### src/rtl/mem_port_arbiter.sv
// Round-robin arbiter sharing one data-memory port between two cores.
// Loads are tagged through a fixed-latency pipeline so read data returns to its owner.
module mem_port_arbiter #(
  parameter int         LATENCY     = 2,
  parameter logic [2:0] STALL_STAGE = 3'd3,
  parameter int         CNT_W       = 16
) (
  input  logic             clk,
  input  logic             reset,
  input  logic [1:0]       req_i,
  input  logic [1:0]       we_i,
  input  logic [14:0]      addr0_i,
  input  logic [14:0]      addr1_i,
  input  logic [15:0]      wdata0_i,
  input  logic [15:0]      wdata1_i,
  output logic [1:0]       gnt_o,
  output logic [2:0]       stall0_o,
  output logic [2:0]       stall1_o,
  output logic [1:0]       rvalid_o,
  output logic [15:0]      rdata_o,
  output logic [14:0]      mem_raddr_o,
  input  logic [15:0]      mem_rdata_i,
  output logic             mem_wen_o,
  output logic [14:0]      mem_waddr_o,
  output logic [15:0]      mem_wdata_o,
  output logic [CNT_W-1:0] conflict_cnt_o
);

  typedef struct packed {
    logic vld;
    logic id;
  } tag_t;

  logic [1:0]  req_v;
  logic        prio_ptr;
  logic        win;
  logic        any_gnt;
  logic        w_we;
  logic [14:0] w_addr;
  logic [15:0] w_wdata;
  tag_t        push;
  tag_t [LATENCY:1] tag_pipe;

  // An unknown request bit fails the equality test and is treated as idle.
  always_comb begin
    req_v = 2'b00;
    for (int i = 0; i < 2; i++)
      if (req_i[i] == 1'b1) req_v[i] = 1'b1;
    if (reset) req_v = 2'b00;
  end

  always_comb begin
    gnt_o = 2'b00;
    case (req_v)
      2'b01:   gnt_o = 2'b01;
      2'b10:   gnt_o = 2'b10;
      2'b11:   gnt_o = prio_ptr ? 2'b10 : 2'b01;
      default: gnt_o = 2'b00;
    endcase
  end

  assign win     = gnt_o[1];
  assign any_gnt = |gnt_o;

  assign stall0_o = (req_v[0] & ~gnt_o[0]) ? STALL_STAGE : 3'd0;
  assign stall1_o = (req_v[1] & ~gnt_o[1]) ? STALL_STAGE : 3'd0;

  assign w_we    = win ? we_i[1]  : we_i[0];
  assign w_addr  = win ? addr1_i  : addr0_i;
  assign w_wdata = win ? wdata1_i : wdata0_i;

  assign mem_wen_o   = any_gnt & w_we;
  assign mem_waddr_o = mem_wen_o ? w_addr  : 15'd0;
  assign mem_wdata_o = mem_wen_o ? w_wdata : 16'd0;
  assign mem_raddr_o = (any_gnt & ~w_we) ? w_addr : 15'd0;

  assign push.vld = any_gnt & ~w_we;
  assign push.id  = win;

  always_ff @(posedge clk) begin
    if (reset) begin
      prio_ptr       <= 1'b0;
      tag_pipe       <= '0;
      conflict_cnt_o <= '0;
    end else begin
      if (any_gnt) prio_ptr <= ~win;
      tag_pipe[1] <= push;
      for (int s = 2; s <= LATENCY; s++)
        tag_pipe[s] <= tag_pipe[s-1];
      if (req_v == 2'b11 && !(&conflict_cnt_o))
        conflict_cnt_o <= conflict_cnt_o + CNT_W'(1);
    end
  end

  always_comb begin
    rvalid_o = 2'b00;
    rvalid_o[tag_pipe[LATENCY].id] = tag_pipe[LATENCY].vld;
  end

  assign rdata_o = mem_rdata_i;

endmodule

### config.mk
export PLATFORM = sky130hd
export DESIGN_NAME = mem_port_arbiter
export DESIGN_NICKNAME = d
export VERILOG_FILES = /design/src/rtl/mem_port_arbiter.sv
export SDC_FILE = /design/constraint.sdc
export NUM_CORES = 1
export LEC_CHECK = 0
export ABC_AREA = 1
export BUFFER_PORTS_ARGS = -buffer_cell sky130_fd_sc_hd__buf_2
export CORE_ASPECT_RATIO = 1.25
export CORE_MARGIN = 5
export CORE_UTILIZATION = 23
export CTS_BUF_LIST = sky130_fd_sc_hd__clkbuf_4 sky130_fd_sc_hd__clkbuf_8 sky130_fd_sc_hd__clkbuf_16
export DETAILED_ROUTE_END_ITERATION = 10
export SLEW_MARGIN = 20
export SYNTH_ARGS = -nofsm -noshare
export SYNTH_HDL_FRONTEND = slang
export SYNTH_SLANG_ARGS = --single-unit
### constraint.sdc
create_clock -name clk -period 1.65 [get_ports clk]
set_clock_uncertainty 0.15 [all_clocks]
set_input_delay 0.0825 -clock clk [delete_from_list [all_inputs] [get_ports clk]]
set_output_delay 0.0825 -clock clk [all_outputs]
set_load 0.01 [all_outputs]
Word level (Yosys, flattened, before mapping)
Cells that the tools add are included.
{"block": "totals", "elab_cells": 40, "reg_bits": 21, "output_inout_bits": 89, "inputBits": 84}
{"block": "op_classes", "magnitude_cmp": 2, "bitwise": 8, "reduce_logical": 5, "n_eq_ne": 3, "n_mux": 15, "n_addsub": 1}
{"op": "two-way mux 15 bit", "n": 3}
{"op": "two-way mux 16 bit", "n": 2}
{"op": "adder 16 x 1 -> 16 bit (second input constant)", "n": 1}
{"op": "AND reduction 16 bit", "n": 1}
{"op": "two-way mux 2 bit", "n": 4}
{"op": "case mux 2 bit (3 select lines)", "n": 1}
{"op": "bitwise AND 1 bit", "n": 4}
{"op": "equality test 2 bit (second input constant)", "n": 2}
{"op": "two-way mux 1 bit", "n": 4}
{"op": "NOT 1 bit", "n": 3}
{"op": "bitwise AND 2 bit", "n": 1}
{"op": "equality test 2 x 1 -> 1 bit (second input constant)", "n": 1}
{"op": "logical AND 1 bit", "n": 2}
{"op": "< comparator 1 x 2 -> 1 bit (second input constant)", "n": 1}
{"op": "OR reduction 2 bit", "n": 1}
{"op": "demux 1 bit (select 1 bit)", "n": 1}
{"op": "greater-or-equal comparator 1 bit (second input constant)", "n": 1}
{"op": "logical NOT 1 bit", "n": 1}

Logic depth before layout (Yosys ltp)
Gate-level depths: netlist of the first run.
{"block": "depth", "word_depth": 8, "ltp_mapped": 10, "mapped_depth_nobuf": 10}

Worst setup path after synthesis of the first run
OpenSTA, ideal clock, no wires.
{"block": "synth_timing", "path_kind": "register to register", "start": "register conflict_cnt_o[0]", "end": "register conflict_cnt_o[13]", "path_slack_ns": -0.040, "n_path_buf": 1, "path_stages_with_launch": 8, "period_less_slack_ns": 1.690, "setup_time_ns": 0.115, "required_ns": 1.385, "t_arrival_ns": 1.425, "cell_sequence": "dfxtp_1 -> ha_1 -> nand2_1 -> nor2_1 -> nand4_1 -> buf_2 -> a21oi_1 -> nor2_1"}
{"block": "synth_between", "elab_chain_len": 3, "elab_cells_between_ends": 4, "cone_classes": "add/sub (1); reduce/logical (3)"}
{"item": "from (decl)", "line": "26", "rtl": "output logic [CNT_W-1:0] conflict_cnt_o"}
{"item": "from (signal assigned)", "line": "91", "rtl": "conflict_cnt_o <= conflict_cnt_o + CNT_W'(1);"}
{"item": "branches (longest 3 deep; another with adder 16 x 1 -> 16 bit)"}
Several ways; the timed one is not identified.
A chain may end at the register's enable or synchronous reset.

Worst setup path in the final report of the first run
{"block": "layout_timing", "start": "register prio_ptr", "end": "output port mem_wdata_o[12]"}
{"block": "layout_between", "elab_chain_len": 5, "elab_cells_between_ends": 7, "cone_classes": "mux (5); bitwise (1); reduce/logical (1)"}
{"item": "from (decl)", "line": "35", "rtl": "logic prio_ptr;"}
{"item": "from (signal assigned)", "line": "86", "rtl": "if (any_gnt) prio_ptr <= ~win;"}
{"item": "two-way mux 2 bit *", "line": "57", "rtl": "2'b11: gnt_o = prio_ptr ? 2'b10 : 2'b01;"}
{"item": "case mux 2 bit (3 select lines) *", "line": "54", "rtl": "case (req_v)"}
{"item": "OR reduction 2 bit / two-way mux 1 bit (equally long branches)", "line": "63, 68"}
{"item": "bitwise AND 1 bit", "line": "72", "rtl": "assign mem_wen_o = any_gnt & w_we;"}
{"item": "two-way mux 16 bit *", "line": "74", "rtl": "assign mem_wdata_o = mem_wen_o ? w_wdata : 16'd0;"}
{"item": "to (decl)", "line": "25", "rtl": "output logic [15:0] mem_wdata_o,"}
Mark *: on every way between the ends. The rest lies on a longest branch, timed or not.

==> metrics.cfg, run 1 <==
[die]
start_util=0.238
coreArea_um2=7880
rows=36
die_height_um=111
ios=173
die_area_um2=10100
die_x_um=90.7

[cells_and_area]
final_util=0.390
fin_cells=548
final_net_count=539
multi_input_comb_area_um2=1430
area_delta_synth_final_pct=64.1
fill_cells=845
seqCellArea_um2=428
drive_gt1_frac=0.479
diodes=0

[clock_network]
cts_max_path_buffers=2
cts.sinks=21
insertion_delay_ns=0.26
htree_num_levels=1
cts_tree=built
clockRootBuffer=clkbuf_8
cts-buffers-inserted=3
clk_pin_slew_ns=0.08

[power_and_ir_drop]
pwr-share-seq=0.363
total_power_uw=1440
p_leak_uw=0.00158
switching_power_uw=477
irDropWorstVdd_v=0.000254
p_per_area_nw_per_um2=467
sw_frac_of_total=0.332
p_clk_frac=0.251
internal_power_uw=961
combPwrFrac=0.386

[yosys]
synth-seq-area-share=0.224
synthFlopType=dfxtp_1
synth-edff-count=0
syn-instance-count=319
ys_types=24
syn_area_per_cell_um2=5.88
synth-seq-cells=21
synth_area_um2=1870
async_flop_share=0
synth_warnings=0

[setup_path]
critPathMaxFanout=13
path_cells=inv_2, nand2_4, nand2_4, inv_6, nand2_4, o21ai_4, buf_12, buf_12, a211oi_4, buf_2
crit_type=flop to output port
worst_setup_path_start_kind=flop
rrSetupSlack_ns=0.11
worstSetupEndpointType=output port
cp_slowest_cell=dfxtp_2
critPathMaxStageDelay_ns=0.33
cp_data_required_time_ns=1.42
crit_arrival_ns=1.57
path_common_cell=nand2_4

[route]
wl_per_cell_um=13.0
routed_wl_mm=7.10
vias=2455
ant_nets=0
avgViaCountPerCell=4.48
drtPass1Iterations=4
first_iter_violations=51
drc=0

[global_routing]
track_usage=0.130
grt_max_degree=20
overflow=0
grt_pass1_wl_mm=11.2
first_global_vias=2451
antenna_found_initial=0

[place]
place_congestion=0.868
dp.cells=536
portBuffers=138
dp_hpwl_mm=5.59

[min_path]
hold_path.class=primary input to output port

[sta]
hold_violations=0
final_max_slew_viol_count=0
finalSetupViolCount=46
fmax_mhz=556
min_period_ns=1.80
grt_setup_unrepaired=yes
layout_worst_path_cycle_share=1.09
setup_ws_ns=-0.148

[status]
status=complete, but fails checks
violations=negative setup slack

[job]
cap_violations=0

-- cells in the final DEF (no fill, tap or decap), types with 4 or more instances in the layout --
master	count
buf_4	11
buf_6	5
nor2_4	4
mux2i_2	4
a211oi_2	13
mux2i_4	9
nand2_1	83
nor2_2	8
dfxtp_1	17
nand2_4	4
inv_1	22
a21oi_1	9
nor2_1	77
nand3_1	14
buf_2	136
-- sequential cells by signal (all words and copies together) (netlist names) --
register	cells
prio_ptr	1
conflict_cnt_o	16
tag_pipe	4
-- kinds of logic (layout without fill, tap and decap cells) --
kind of cell               count (synthesis)  in the layout  share of synthesized area
DFF                                       21             21                      0.224
muxes                                     15             15                     0.0801
AOI/OAI and AO/OA                         28             28                      0.103
and+or+nand+nor                          194            195                      0.413
buffers and inverters                     59            191                      0.171
other                                      1              2                    0.00200
adders and majority gates                  1              1                    0.00667
-- path summary, 6_finish.rpt --
path / cells after the start / start / endpoint
worst min register to register: 2 / conflict_cnt_o[1] / conflict_cnt_o[1]
worst min-delay path: 0 / mem_rdata_i[13] / rdata_o[13]
worst max register to register: 9 / conflict_cnt_o[0] / conflict_cnt_o[1]
worst max-delay path: 10 / prio_ptr / mem_wdata_o[12]
-- Yosys cell counts (3+ instances only) --
cell type,count,share of area
dfxtp_1,21,0.22
a211oi_1,16,0.064
mux2i_1,15,0.080
buf_4,22,0.088
nand3_1,14,0.037
inv_2,4,0.0080
a21oi_1,9,0.024
inv_1,23,0.046
buf_2,5,0.013
nand2_1,85,0.17
clkbuf_1,3,0.0060
nor2_1,87,0.17
-- layer usage --
layer,global-route usage,share of wire
met2,0.242,0.51
met5,0,0
met3,0.0455,0.10
met4,0.0268,0.020
met1,0.138,0.37
-- metrics by stage --
step | setup WS, ns | TNS (ns) | cell area, um2 | hold WS, ns
floorplan | 0.000770 | 0 | 1880 | 0.00157
global placement | 0.0121 | 0 | 2590 | 0.0151
detailed placement | 0.0409 | 0 | 2590 | 0.0151
CTS | -0.159 | -5.64 | 2860 | 0.0151
global route | -0.221 | -8.55 | 3080 | 0.0150
finish | -0.148 | -4.50 | 3080 | 0.0150
-- critical path: cells and delay by family, from the launching register on --
family          cells  cell delay [ns]
compound gates      2             0.21
buf+inv             5             0.57
flops               1             0.33
simple gates        3             0.19
-- timing repair --
item                                    4_1_cts  5_1_grt
hold buffers                                  3        0
endpoints found under the hold margin         3        0
buffers inserted                              3        0
pin swaps                                     6        2
resized for setup                            32       44
cloned                                        1        1
endpoints found under the setup margin       46       62
-- power by group through the flow --
stage | combinational [uW] | clock [uW] | sequential [uW]
4_1_cts | 492 | 378 | 522
3_5_place_dp | 414 | 0 | 533
5_1_grt | 602 | 395 | 523
6_report | 554 | 361 | 522
2_1_floorplan | 264 | 0 | 534
3_3_place_gp | 411 | 0 | 533
-- cell type report --
class / count / share of cell area
Clock buffer: 4 / 0.0159
Timing Repair Buffer: 159 / 0.304
Multi-Input combinational cell: 241 / 0.464
Inverter: 28 / 0.0382
Sequential cell: 21 / 0.139
Tap cell: 95 / 0.0386
No activity file was read; power rests on OpenSTA's default activity.
==> run 2, diff against run 1 <==
--- a/config.mk
+++ b/config.mk
@@ -12,6 +12,7 @@
 export CORE_UTILIZATION = 23
 export CTS_BUF_LIST = sky130_fd_sc_hd__clkbuf_4 sky130_fd_sc_hd__clkbuf_8 sky130_fd_sc_hd__clkbuf_16
 export DETAILED_ROUTE_END_ITERATION = 10
+export REMOVE_ABC_BUFFERS = 1
 export SLEW_MARGIN = 20
 export SYNTH_ARGS = -nofsm -noshare
 export SYNTH_HDL_FRONTEND = slang
==> metrics.cfg, run 2 (synthesis gave the netlist of run 1 again) <==
[setup_path]
worst_setup_path_start_kind=flop
cp_data_required_time_ns=1.42  ; about the same
cp_slowest_cell=dfxtp_2
worstSetupEndpointType=output port
crit_type=flop to output port
path_common_cell=nand2_4
critPathMaxFanout=8  ; -5
path_cells=inv_2, nand2_4, nand2_4, inv_4, o21ai_4, nand2_4, nor2_2, buf_2
crit_arrival_ns=1.59  ; +0.02 ns
critPathMaxStageDelay_ns=0.33  ; about the same

[sta]
hold_violations=0  ; unchanged
fmax_mhz=548  ; -1.4%
grt_setup_unrepaired=yes
setup_ws_ns=-0.174  ; -0.0255 ns
finalSetupViolCount=46  ; unchanged
min_period_ns=1.82  ; +0.0255 ns
final_max_slew_viol_count=0  ; unchanged
layout_worst_path_cycle_share=1.11  ; +0.0155
whs_ns=0.0151  ; +0.0000699 ns

[global_routing]
overflow=0  ; unchanged
grt_max_degree=27  ; +35%
antenna_found_initial=0  ; unchanged
grt_pass1_wl_mm=12.6  ; +12%
track_usage=0.154  ; +0.0240
first_global_vias=2610  ; +6.5%

[cells_and_area]
mostFrequentLayoutCell=buf_2
fill_cells=859  ; +1.7%
largest_reg_flops=16  ; unchanged
final_cell_mix=buf_2 (138), nand2_1 (83), nor2_1 (72)
largest-register=conflict_cnt_o
fin_cells=561  ; +2.4%
final_net_count=551  ; +2.2%
drive_gt1_frac=0.475  ; -0.00376
reg.largest.list=conflict_cnt_o x16, tag_pipe x4, prio_ptr x1
design_area_um2=2970  ; -3.6%
area_delta_synth_final_pct=58.2

[clock_network]
cts_tree=built
cts-buffers-inserted=3  ; unchanged
insertion_delay_ns=0.27  ; about the same
cts.sinks=21  ; unchanged
cts_max_path_buffers=2  ; unchanged
htree_num_levels=1  ; unchanged
clk_pin_slew_ns=0.08  ; about the same
clockRootBuffer=clkbuf_8

[die]
coreArea_um2=7880  ; unchanged
die_height_um=111  ; unchanged
ios=173  ; unchanged
rows=36  ; unchanged
die_area_um2=10100  ; unchanged
die_x_um=90.7  ; unchanged
start_util=0.238  ; unchanged

[status]
violations=negative setup slack
status=complete, but fails checks

[power_and_ir_drop]
irDropWorstVdd_v=0.000250  ; -1.7%
p_clk_frac=0.258  ; +0.007
sw_frac_of_total=0.341  ; +0.00919
switching_power_uw=468  ; -1.9%
total_power_uw=1370  ; -4.5%
combPwrFrac=0.362  ; -0.024
pwr-share-seq=0.379  ; +0.016
internal_power_uw=905  ; -5.8%
p_leak_uw=0.00164  ; +4.1%
p_per_area_nw_per_um2=463  ; -0.96%

[route]
avgViaCountPerCell=4.68  ; +4.4%
vias=2624  ; +6.9%
first_iter_violations=66  ; +29%
wl_per_cell_um=14.6  ; +13%
ant_nets=0  ; unchanged
routed_wl_mm=8.21  ; +16%
drc=0  ; unchanged
drtPass1Iterations=4  ; unchanged

[min_path]
hold_path.class=primary input to output port

[place]
dp.cells=546  ; +1.9%
dp_hpwl_mm=6.68  ; +20%
post-place-ws_ns=-0.0284  ; -0.0692 ns
dpl_cell_area_um2=2670  ; +2.8%
place_congestion=0.960  ; +11%
portBuffers=138  ; unchanged

[job]
cap_violations=0  ; unchanged

-- run 2: final cells by class --
class,count,area (um2),area share
Clock buffer,3,41.3,0.0139
Multi-Input combinational cell,241,1290,0.436
Sequential cell,21,424,0.143
Tap cell,95,119,0.0401
Timing Repair Buffer,171,970,0.327
Antenna cell,1,2.50,0.000844
Clock inverter,1,5.00,0.00169
Inverter,28,110,0.0371
-- run 2: worst max-delay path, delay by kind of cell (launching register included) --
kind            cells  cell delay (ns)
flops               1             0.33
simple gates        4             0.46
buf+inv             3             0.27
compound gates      1             0.26
-- run 2: stage by stage --
step	util	TNS (ns)
2_1_floorplan	-	-18.34
3_3_place_gp	0.338	-0.00629
3_5_place_dp	0.338	-0.0782
4_1_cts	0.362	-6.67
5_1_grt	0.376	-10.48
6_report	0.376	-6.08
-- run 2: metal layers --
| layer | vias up | part of all wire | global-route usage |
|---|---|---|---|
| li1 | 1277 | - | - |
| met3 | 23 | 0.15 | 0.0726 |
| met5 | - | 0 | 0.0156 |
| met4 | 0 | 0.027 | 0.0447 |
| met1 | 1152 | 0.39 | 0.182 |
| met2 | 172 | 0.44 | 0.244 |
-- run 2: worst paths after layout --
kind	slack, ns	start	cells past startpoint	endpoint
setup / recovery	-0.17	prio_ptr	8	mem_raddr_o[1]
hold / removal	0.02	mem_rdata_i[14]	0	rdata_o[14]
hold reg to reg	0.36	conflict_cnt_o[5]	2	conflict_cnt_o[5]
setup reg to reg	0.06	conflict_cnt_o[1]	7	conflict_cnt_o[11]
-- run 2: timing repair --
item,4_1_cts,5_1_grt
gates resized for setup,24,26
endpoints found under the hold margin,3,0
setup endpoints to repair,47,62
setup buffers,4,2
pin swaps,9,11
hold buffers,3,0
gates cloned,1,1
-- run 2: power by group through the flow --
stage | sequential [uW] | combinational (uW) | clock (uW)
2_1_floorplan | 534 | 204 | 0
3_3_place_gp | 531 | 428 | 0
3_5_place_dp | 532 | 432 | 0
4_1_cts | 520 | 474 | 371
5_1_grt | 522 | 543 | 399
6_report | 520 | 497 | 355
